===== src/rtl/rv_wb_pkg.sv =====
// rv_wb shared types: write-back control, memory response,
// load size encoding and write-back FSM states.
package rv_wb_pkg;

    localparam logic [1:0] ST_IDLE = 2'd0;
    localparam logic [1:0] ST_WAIT = 2'd1;
    localparam logic [1:0] ST_HOLD = 2'd2;

    typedef enum logic [2:0] {
        LB  = 3'd0,
        LH  = 3'd1,
        LW  = 3'd2,
        LBU = 3'd3,
        LHU = 3'd4
    } t_ld_size;

    typedef enum logic [1:0] {
        WB_IDLE = ST_IDLE,
        WB_WAIT = ST_WAIT,
        WB_HOLD = ST_HOLD
    } t_wb_state;

    typedef struct packed {
        logic       valid;
        logic       is_load;
        logic       rd_wr_en;
        logic [4:0] rd_addr;
        t_ld_size   ld_size;
        logic [1:0] addr_lsb;
    } t_wb_ctrl;

    typedef struct packed {
        logic        valid;
        logic [31:0] rd_data;
    } t_mem2core_rsp;

endpackage


===== src/rtl/rv_wb_if.sv =====
// rv_wb bus bundle: Q104H inputs, pipeline ready,
// register-file write port, Q105H bypass and error flags.
interface rv_wb_if;
    import rv_wb_pkg::*;

    t_wb_ctrl      ctrl;
    logic [31:0]   pre_wb_data_Q104H;
    t_mem2core_rsp dmem2core_rsp_Q104H;
    logic          ext_stall_Q104H;
    logic          ready_Q104H;
    logic          rf_wr_en_Q104H;
    logic [4:0]    rf_wr_addr_Q104H;
    logic [31:0]   rf_wr_data_Q104H;
    logic          fwd_wr_en_Q105H;
    logic [4:0]    fwd_wr_addr_Q105H;
    logic [31:0]   fwd_wr_data_Q105H;
    logic          timeout_err;
    logic          protocol_err;

    modport slave (
        input  ctrl, pre_wb_data_Q104H,
        input  dmem2core_rsp_Q104H, ext_stall_Q104H,
        output ready_Q104H,
        output rf_wr_en_Q104H, rf_wr_addr_Q104H,
        output rf_wr_data_Q104H,
        output fwd_wr_en_Q105H, fwd_wr_addr_Q105H,
        output fwd_wr_data_Q105H,
        output timeout_err, protocol_err
    );

    modport master (
        output ctrl, pre_wb_data_Q104H,
        output dmem2core_rsp_Q104H, ext_stall_Q104H,
        input  ready_Q104H,
        input  rf_wr_en_Q104H, rf_wr_addr_Q104H,
        input  rf_wr_data_Q104H,
        input  fwd_wr_en_Q105H, fwd_wr_addr_Q105H,
        input  fwd_wr_data_Q105H,
        input  timeout_err, protocol_err
    );

endinterface


===== src/rtl/rv_wb_load_align.sv =====
// Load data aligner: selects byte/half/word by address
// offset and sign- or zero-extends to 32 bits.
module rv_load_align
    import rv_wb_pkg::*;
(
    input  logic [31:0] rd_data,
    input  t_ld_size    ld_size,
    input  logic [1:0]  addr_lsb,
    output logic [31:0] aligned
);

    logic [7:0]  byte_v;
    logic [15:0] half_v;

    // pick the lane, then extend according to load size
    always_comb begin
        byte_v  = rd_data[{addr_lsb, 3'b000} +: 8];
        half_v  = rd_data[{addr_lsb[1], 4'b0000} +: 16];
        aligned = rd_data;
        case (ld_size)
            LB:      aligned = {{24{byte_v[7]}}, byte_v};
            LBU:     aligned = {24'h0, byte_v};
            LH:      aligned = {{16{half_v[15]}}, half_v};
            LHU:     aligned = {16'h0, half_v};
            default: aligned = rd_data;
        endcase
    end

endmodule


===== src/rtl/rv_wb.sv =====
// Write-back stage: load response wait/hold FSM, RF write
// port and registered Q105H forwarding copy.
module rv_wb
    import rv_wb_pkg::*;
#(
    parameter int MAX_WAIT_CYC = 16,
    parameter int WAIT_CNT_W   = 5
) (
    input logic     clk,
    input logic     rst,
    rv_wb_if.slave  bus
);

    t_wb_state             state_q, state_d;
    logic [WAIT_CNT_W-1:0] wait_cnt_q, wait_cnt_d;
    logic [31:0]           hold_data_q, hold_data_d;
    logic                  fwd_en_q, fwd_en_d;
    logic [4:0]            fwd_addr_q, fwd_addr_d;
    logic [31:0]           fwd_data_q, fwd_data_d;
    logic                  tmo_q, tmo_d;
    logic                  prot_q, prot_d;

    logic        ld_pend;
    logic        rsp_v;
    logic        ext_stall;
    logic        wb_stall;
    logic        ready;
    logic        commit;
    logic [31:0] wb_data;
    logic [31:0] ld_aligned;

    assign ld_pend   = bus.ctrl.valid & bus.ctrl.is_load;
    assign rsp_v     = bus.dmem2core_rsp_Q104H.valid;
    assign ext_stall = bus.ext_stall_Q104H;

    rv_load_align u_align (
        .rd_data  (bus.dmem2core_rsp_Q104H.rd_data),
        .ld_size  (bus.ctrl.ld_size),
        .addr_lsb (bus.ctrl.addr_lsb),
        .aligned  (ld_aligned)
    );

    // FSM next state, write-back data select, error tracking
    always_comb begin
        state_d     = state_q;
        wait_cnt_d  = wait_cnt_q;
        hold_data_d = hold_data_q;
        tmo_d       = tmo_q;
        prot_d      = prot_q;
        wb_data     = bus.pre_wb_data_Q104H;
        wb_stall    = 1'b0;
        case (state_q)
            WB_IDLE: begin
                if (ld_pend) begin
                    if (rsp_v) begin
                        wb_data = ld_aligned;
                        if (ext_stall) begin
                            hold_data_d = ld_aligned;
                            state_d     = WB_HOLD;
                        end
                    end else begin
                        wb_stall   = 1'b1;
                        state_d    = WB_WAIT;
                        wait_cnt_d = WAIT_CNT_W'(1);
                    end
                end else if (rsp_v) begin
                    prot_d = 1'b1;
                end
            end
            WB_WAIT: begin
                if (wait_cnt_q == WAIT_CNT_W'(MAX_WAIT_CYC))
                    tmo_d = 1'b1;
                if (rsp_v) begin
                    wb_data = ld_aligned;
                    if (ext_stall) begin
                        hold_data_d = ld_aligned;
                        state_d     = WB_HOLD;
                    end else begin
                        state_d = WB_IDLE;
                    end
                end else begin
                    wb_stall = 1'b1;
                    if (wait_cnt_q != {WAIT_CNT_W{1'b1}})
                        wait_cnt_d = wait_cnt_q + 1'b1;
                end
            end
            WB_HOLD: begin
                wb_data = hold_data_q;
                if (rsp_v)
                    prot_d = 1'b1;
                if (!ext_stall)
                    state_d = WB_IDLE;
            end
            default: state_d = WB_IDLE;
        endcase
    end

    // pipeline advance, RF commit and bypass next values
    always_comb begin
        ready  = !rst & !wb_stall & !ext_stall;
        commit = ready & bus.ctrl.valid & bus.ctrl.rd_wr_en
               & (bus.ctrl.rd_addr != 5'd0);
        fwd_en_d   = commit;
        fwd_addr_d = bus.ctrl.rd_addr;
        fwd_data_d = wb_data;
    end

    // state, counters, hold buffer, bypass and sticky errors
    always_ff @(posedge clk) begin
        if (rst) begin
            state_q     <= WB_IDLE;
            wait_cnt_q  <= '0;
            hold_data_q <= '0;
            fwd_en_q    <= 1'b0;
            fwd_addr_q  <= '0;
            fwd_data_q  <= '0;
            tmo_q       <= 1'b0;
            prot_q      <= 1'b0;
        end else begin
            state_q     <= state_d;
            wait_cnt_q  <= wait_cnt_d;
            hold_data_q <= hold_data_d;
            fwd_en_q    <= fwd_en_d;
            fwd_addr_q  <= fwd_addr_d;
            fwd_data_q  <= fwd_data_d;
            tmo_q       <= tmo_d;
            prot_q      <= prot_d;
        end
    end

    assign bus.ready_Q104H       = ready;
    assign bus.rf_wr_en_Q104H    = commit;
    assign bus.rf_wr_addr_Q104H  = bus.ctrl.rd_addr;
    assign bus.rf_wr_data_Q104H  = wb_data;
    assign bus.fwd_wr_en_Q105H   = fwd_en_q;
    assign bus.fwd_wr_addr_Q105H = fwd_addr_q;
    assign bus.fwd_wr_data_Q105H = fwd_data_q;
    assign bus.timeout_err       = tmo_q;
    assign bus.protocol_err      = prot_q;

endmodule


===== src/flat_wrapper.sv =====
// flat-port wrapper written by rule: the top's interface ports become plain ports
module rv_wb_flat import rv_wb_pkg::*;
#(
    parameter int MAX_WAIT_CYC = 16,
    parameter int WAIT_CNT_W   = 5
)
  (clk, rst, bus_ctrl, bus_pre_wb_data_Q104H, bus_dmem2core_rsp_Q104H, bus_ext_stall_Q104H, bus_ready_Q104H, bus_rf_wr_en_Q104H, bus_rf_wr_addr_Q104H, bus_rf_wr_data_Q104H, bus_fwd_wr_en_Q105H, bus_fwd_wr_addr_Q105H, bus_fwd_wr_data_Q105H, bus_timeout_err, bus_protocol_err);
  rv_wb_if bus_i ();
  input logic clk;
  input logic rst;
  input wire logic [$bits(bus_i.ctrl)-1:0] bus_ctrl;
  input wire logic [$bits(bus_i.pre_wb_data_Q104H)-1:0] bus_pre_wb_data_Q104H;
  input wire logic [$bits(bus_i.dmem2core_rsp_Q104H)-1:0] bus_dmem2core_rsp_Q104H;
  input wire logic [$bits(bus_i.ext_stall_Q104H)-1:0] bus_ext_stall_Q104H;
  output wire logic [$bits(bus_i.ready_Q104H)-1:0] bus_ready_Q104H;
  output wire logic [$bits(bus_i.rf_wr_en_Q104H)-1:0] bus_rf_wr_en_Q104H;
  output wire logic [$bits(bus_i.rf_wr_addr_Q104H)-1:0] bus_rf_wr_addr_Q104H;
  output wire logic [$bits(bus_i.rf_wr_data_Q104H)-1:0] bus_rf_wr_data_Q104H;
  output wire logic [$bits(bus_i.fwd_wr_en_Q105H)-1:0] bus_fwd_wr_en_Q105H;
  output wire logic [$bits(bus_i.fwd_wr_addr_Q105H)-1:0] bus_fwd_wr_addr_Q105H;
  output wire logic [$bits(bus_i.fwd_wr_data_Q105H)-1:0] bus_fwd_wr_data_Q105H;
  output wire logic [$bits(bus_i.timeout_err)-1:0] bus_timeout_err;
  output wire logic [$bits(bus_i.protocol_err)-1:0] bus_protocol_err;
  assign bus_i.ctrl = bus_ctrl;
  assign bus_i.pre_wb_data_Q104H = bus_pre_wb_data_Q104H;
  assign bus_i.dmem2core_rsp_Q104H = bus_dmem2core_rsp_Q104H;
  assign bus_i.ext_stall_Q104H = bus_ext_stall_Q104H;
  assign bus_ready_Q104H = bus_i.ready_Q104H;
  assign bus_rf_wr_en_Q104H = bus_i.rf_wr_en_Q104H;
  assign bus_rf_wr_addr_Q104H = bus_i.rf_wr_addr_Q104H;
  assign bus_rf_wr_data_Q104H = bus_i.rf_wr_data_Q104H;
  assign bus_fwd_wr_en_Q105H = bus_i.fwd_wr_en_Q105H;
  assign bus_fwd_wr_addr_Q105H = bus_i.fwd_wr_addr_Q105H;
  assign bus_fwd_wr_data_Q105H = bus_i.fwd_wr_data_Q105H;
  assign bus_timeout_err = bus_i.timeout_err;
  assign bus_protocol_err = bus_i.protocol_err;
  rv_wb #(.MAX_WAIT_CYC(MAX_WAIT_CYC), .WAIT_CNT_W(WAIT_CNT_W)) u_core (.clk(clk), .rst(rst), .bus(bus_i));
endmodule

===== config.mk =====
export PLATFORM = sky130hd
export DESIGN_NAME = rv_wb_flat
export DESIGN_NICKNAME = d
export VERILOG_FILES = /design/src/rtl/rv_wb_pkg.sv /design/src/rtl/rv_wb_if.sv /design/src/rtl/rv_wb_load_align.sv /design/src/rtl/rv_wb.sv /design/src/flat_wrapper.sv
export SDC_FILE = /design/constraint.sdc
export NUM_CORES = 1
export LEC_CHECK = 0
export CAP_MARGIN = 10
export CORE_UTILIZATION = 37
export DETAILED_ROUTE_END_ITERATION = 7
export DONT_BUFFER_PORTS = 1
export SLEW_MARGIN = 25
export SYNTH_ARGS = -nofsm -noshare
export SYNTH_HDL_FRONTEND = slang
export SYNTH_SLANG_ARGS = --single-unit

===== constraint.sdc =====
create_clock -name clk -period 2.1 [get_ports clk]
set_input_delay 0.21 -clock clk [delete_from_list [all_inputs] [get_ports clk]]
set_output_delay 0.21 -clock clk [all_outputs]
set_load 0.02 [all_outputs]

# == Word level (Yosys, flattened, before mapping) ==
# Cells that the tools add are included.
# Widths: inputs -> output; s select.
# op_classes
addsub,1
n_eq_ne,15
n_shift,2
muxes,26
bitwise,6
reduce_logical,13
# op_table
cell,n
$mux 32,5
$pmux 32 s4,1
$pmux 32 s3,1
$pmux 32 s2,1
$shiftx 32x6->16,1
$shiftx 32x6->8,1
$mux 5,4
$mux 2,6
$ne 2x2->1 const B,5
$pmux 5 s2,1
$and 1x1->1,6
$pmux 2 s3,1
$reduce_and 2->1,3
$add 5x1->5 const B,1
$eq 5x5->1 const B,1
$ne 5x5->1 const B,1
$reduce_and 5->1,1
$reduce_bool 5->1,1
$mux 1,4
$ne 2x1->1 const B,2
$pmux 1 s2,2
$reduce_and 4->1,1
$reduce_bool 2->1,2
$eq 3x1->1 const B,1
8 further kinds,10
# totals
register_bits,79
inputBits,81
out_inout_bits,79
wordCells,71

# == Depth between registers and ports, before layout ==
# logic_depth
word_depth,9
mapped_depth,9
depth_no_buf,7

# == Hierarchy ==
# A second synthesis with hierarchy kept.
# unflattened
cells_unflattened,607
area_unflattened_um2,5037.3
# modules_own_cells
module,n_inst,cells_per_inst,area_each_um2,seq_area_each_um2
rv_wb,1,451,4005.1,1581.5
rv_load_align,1,156,1032.2,0.0

# == Worst setup path after synthesis ==
# Ideal clock, no wire load.
# synth_path
path_kind,reg2out
from,register u_core.state_q[0]
to,output bus_rf_wr_en_Q104H
arrival_ps,1775
required_time_ps,1890
path_slack_ps,115
stages_incl_launch_ff,6
path_buffers,1
cell_sequence,dfxtp_1 -> buf_2 -> a21oi_1 -> nor3_1 -> nor3_1 -> o2111a_1
# synth_via
elab_chain_len,8
elab_cells_between_ends,9
classes_between,eq/ne (1); mux (1); bitwise (5); reduce/logical (2)
# synth_lines
element,line,rtl
from (decl),rv_wb.sv:14,"t_wb_state state_q, state_d;"
from (signal assigned),rv_wb.sv:120,state_q <= state_d;
$eq 2x1->1 / $logic_not 2->1 (equally long branches),rv_wb.sv:52,case (state_q)
$pmux 1 s2 (*),rv_wb.sv:52,
$logic_not 1->1 (*),rv_wb.sv:100,ready = !rst & !wb_stall & !ext_stall;
$and 1x1->1 (*) (2 in a row),rv_wb.sv:100,
net bus_ready_Q104H,flat_wrapper.sv:15,output wire logic [$bits(bus_i.ready_Q104H)-1:0] bus_ready_Q104H;
$and 1x1->1 (*) (2 in a row),rv_wb.sv:101,commit = ready & bus.ctrl.valid & bus.ctrl.rd_wr_en
$and 1x1->1 (*),rv_wb.sv:102,& (bus.ctrl.rd_addr != 5'd0);
to (decl),flat_wrapper.sv:16,output wire logic [$bits(bus_i.rf_wr_en_Q104H)-1:0] bus_rf_wr_en_Q104H;
# The timed path passes the listed nets; every way through them passes the cells marked *.

# == Worst setup path in the final report ==
# layout_path
from,register u_core.state_q[1]
to,output bus_rf_wr_data_Q104H[12]
# layout_via
elab_chain_len,2
elab_cells_between_ends,4
classes_between,eq/ne (2); mux (1); reduce/logical (1)
# layout_lines
element,line,rtl
$eq 2x2->1 (tied with other cells),rv_wb.sv:52,
$pmux 32 s3 (*),rv_wb.sv:52,
to (decl),flat_wrapper.sv:18,output wire logic [$bits(bus_i.rf_wr_data_Q104H)-1:0] bus_rf_wr_data_Q104H;
# Every way passes the cells marked *; elsewhere a longest branch is shown, timed or not.

==> results.py <==
metrics = {
    "clock_network": {
        "clock_sink_count": 79,
        "cts_max_path_buffers": 2,
        "path_clk_slew_ps": 60,
        "cts_tree": "built",
        "htreeDepth": 3,
        "clkLatencyLatePin_ps": 350,
        "clockRootBuffer": "clkbuf_16",
        "numCtsBuffers": 9,
    },
    "power_and_ir_drop": {
        "p_per_area_nw_per_um2": 750.0,
        "power.total_mw": 4.091,
        "total_leakage_power_nw": 2.173,
        "ir_worst_vdd_uv": 384.2,
    },
    "status": {
        "status": "complete, no violations",
    },
    "routing": {
        "drc": 0,
        "vias_per_cell": 5.935,
        "routed_wl_mm": 15.18,
        "firstDrtPassIters": 7,
        "drtIter0Drc": 263,
        "wl_per_cell_um": 21.34,
        "ant_nets": 0,
        "route.vias.total": 4220,
    },
    "floorplanning": {
        "dieHeight_um": 113.7,
        "io_pins": 160,
        "rows": 40,
        "die_w_um": 113.7,
        "initial_utilization_pct": 38.14,
        "dieArea_sq_um": 12940,
        "core-area_sq_um": 12110,
    },
    "flow_run": {
        "maxCapViolCount": 0,
    },
    "synthesis": {
        "synth_nets": 605,
        "syn-instance-count": 521,
        "synthFlopType": "dfxtp_1",
        "yosys-mux-area-fraction_pct": 11.08,
        "synth_top_family_by_area": "compound AO/OA/AOI/OAI gates",
        "synth_area_leaders": "dfxtp_1, mux2i_1, nor2_1",
        "synth_top_area_share_pct": 34.24,
        "synthXorXnorAreaFrac_pct": 0.3792,
        "yosysUniqueCellTypes": 61,
        "yosysTopAreaCell": "dfxtp_1",
        "synth-adder-area-share_pct": 0.8126,
        "yosys.area_share.simple_pct": 16.39,
        "synth-seq-cells": 79,
        "yosysWarnings": 0,
        "syn_area_sq_um": 4619,
        "syn_area_per_cell_sq_um": 8.866,
        "synth_edf_count": 0,
        "seq_area_frac_synth_pct": 34.24,
        "async_flop_share_pct": 0,
        "synth-compound-area-share_pct": 30.39,
    },
    "setup_path": {
        "crit_family": "simple AND/OR/NAND/NOR gates",
        "cp.required_ps": 1890,
        "critPathArrivalTime_ps": 1820,
        "slowest_delay_ps": 340,
        "cp-end-kind": "primary output",
        "start_kind": "flop",
        "cp_slowest_cell": "dfxtp_2",
        "critPathKind": "reg2out",
        "crit_chain": "and2b_2 -> and2_4 -> buf_12 -> nor2_1 -> a311o_1 -> buf_4",
        "crit_buf_inv": 2,
        "cp_max_fo": 22,
    },
    "grt": {
        "grtUsageTotal_pct": 23.85,
        "grt_max_degree": 48,
        "grt_pass1_vias": 4215,
        "antenna_found_initial": 0,
        "grt_pass1_wl_mm": 23.51,
        "overflow": 0,
    },
    "finish": {
        "drive_gt1_share_pct": 22.10,
        "finalNetCount": 622,
        "antenna_cells": 0,
        "fin_cells": 711,
        "syn2layout_area_growth_pct": 18.09,
    },
    "timing": {
        "hold_viol": 0,
        "layout_setup_ws_ps": 71.18,
        "finalMaxSlewViolations": 0,
        "worst_slew_margin_rel_pct": 58.02,
        "period_share_pct": 96.61,
        "fin_crit_ps": 2029,
        "worst_pin_slew_ps": 624.4,
        "setup_viol": 0,
        "clock-skew-final_ps": 5.285,
        "rsz0062_at_grt": "yes",
        "fmax_mhz": 492.9,
    },
    "place": {
        "pre_cts_ws_ps": 75.25,
        "dp.cells": 679,
        "hpwl_mm": 10.42,
        "gp_congestion": 0.8231,
        "portBuffers": 0,
    },
    "min_path": {
        "hold_path.class": "in2reg",
    },
}
per-layer routing:
metal | share of wire (%) | track usage [%] | vias to the layer above
met5 | 0 | 0 | -
met1 | 42 | 29.61 | 2038
met3 | 7.4 | 7.598 | 22
met2 | 48 | 37.85 | 172
met4 | 2.6 | 10.44 | 0
li1 | - | - | 1988
cells in the final DEF (no fill, tap or decap), drive strengths merged, types with 2 or more instances in the layout:
master / n
dfxtp: 79
nor2: 59
buf: 47
o22ai: 44
nand2: 41
mux2i: 32
and2: 23
o21ai: 18
a22oi: 16
a21oi: 16
o41ai: 16
mux2: 15
o32ai: 12
clkbuf: 11
dlygate4sd3: 9
nor2b: 8
a22o: 8
a211oi: 8
a311oi: 7
inv: 7
nor3: 6
and3: 5
a311o: 5
nand2b: 4
a31oi: 3
o31ai: 3
ha: 3
clkinvlp: 3
a21o: 3
nand3b: 2
a21boi: 2
nand3: 2
o2111a: 2
or3: 2
xor2: 2
and2b: 2
cells by family after synthesis:
kind of cell	after synthesis
xor gates and xnor gates	2
muxes	48
buffers and inverters	58
AOI/OAI and AO/OA	172
DFF	79
and+or+nand+nor	159
adders and majority gates	3
what timing repair did:
item / in CTS / in global routing
gates resized for setup: 7 / 12
pin swaps: 1 / 1
hold buffers: 10 / 0
endpoints found under the setup margin: 24 / 20
setup buffers: 2 / 2
cloned: 1 / 1
hold endpoints to repair: 49 / 0
synthesized netlist by cell type (all sizes together), types with 2 or more instances:
cell    count
ha          3
nand3b      2
a22o        8
inv         7
and2       23
nand2b      4
o22ai      44
o32ai      12
o21ai      18
a21boi      2
mux2       15
buf        30
or3         2
a211oi      8
xor2        2
a21o        3
a21oi      16
nand2      41
o41ai      16
and3        5
o31ai       3
nor3        6
mux2i      32
a22oi      16
a311oi      7
and2b       2
a311o       5
dfxtp      79
o2111a      2
nand3       2
clkbuf     21
nor2       59
nor2b       8
a31oi       3
final cells by class:
| class | instances | area (sq um) |
|---|---|---|
| multi-input combinational | 384 | 2785 |
| clock inverter | 5 | 57.56 |
| tap | 168 | 210.2 |
| inverter | 7 | 26.28 |
| timing repair buffer | 57 | 549.3 |
| fill | 1209 | 6656 |
| clock buffer | 11 | 242.7 |
| sequential | 79 | 1584 |
worst paths after layout:
kind / slack (ps) / endpoint / startpoint / cells past startpoint
hold / removal: 10 / u_core.bus.fwd_wr_data_Q105H[6] / rst / 1
setup / recovery: 70 / bus_rf_wr_data_Q104H[12] / u_core.state_q[1] / 6
setup reg to reg: 80 / u_core.wait_cnt_q[4] / u_core.wait_cnt_q[0] / 7
hold reg to reg: 460 / u_core.hold_data_q[29] / u_core.hold_data_q[29] / 2
where the power goes:
group          internal [mW]  total [mW]  switching [mW]
clock                  0.951        1.61           0.655
sequential              1.58        1.69           0.110
combinational          0.338       0.791           0.453
total                   2.87        4.09            1.22
state kept, by name (all words and copies together) (netlist names):
signal / flops
u_core.bus.fwd_wr_data_Q105H: 32
u_core.hold_data_q: 32
u_core.bus.fwd_wr_addr_Q105H: 5
u_core.wait_cnt_q: 5
u_core.state_q: 2
u_core.bus.fwd_wr_en_Q105H: 1
u_core.bus.protocol_err: 1
u_core.bus.timeout_err: 1
through the flow:
stage	hold slack [ps]	cell area, sq um	util [%]	setup TNS (ps)
after floorplan	288.7	4619	-	0
after global placement	287.1	4892	40.39	0
after detailed placement	288.8	4892	40.39	0
after CTS	1.098	5385	44.46	0
after global routing	5.914	5455	45.04	-35.59
final	10.27	5455	45.04	0
Power figures use the tool's default switching activity.
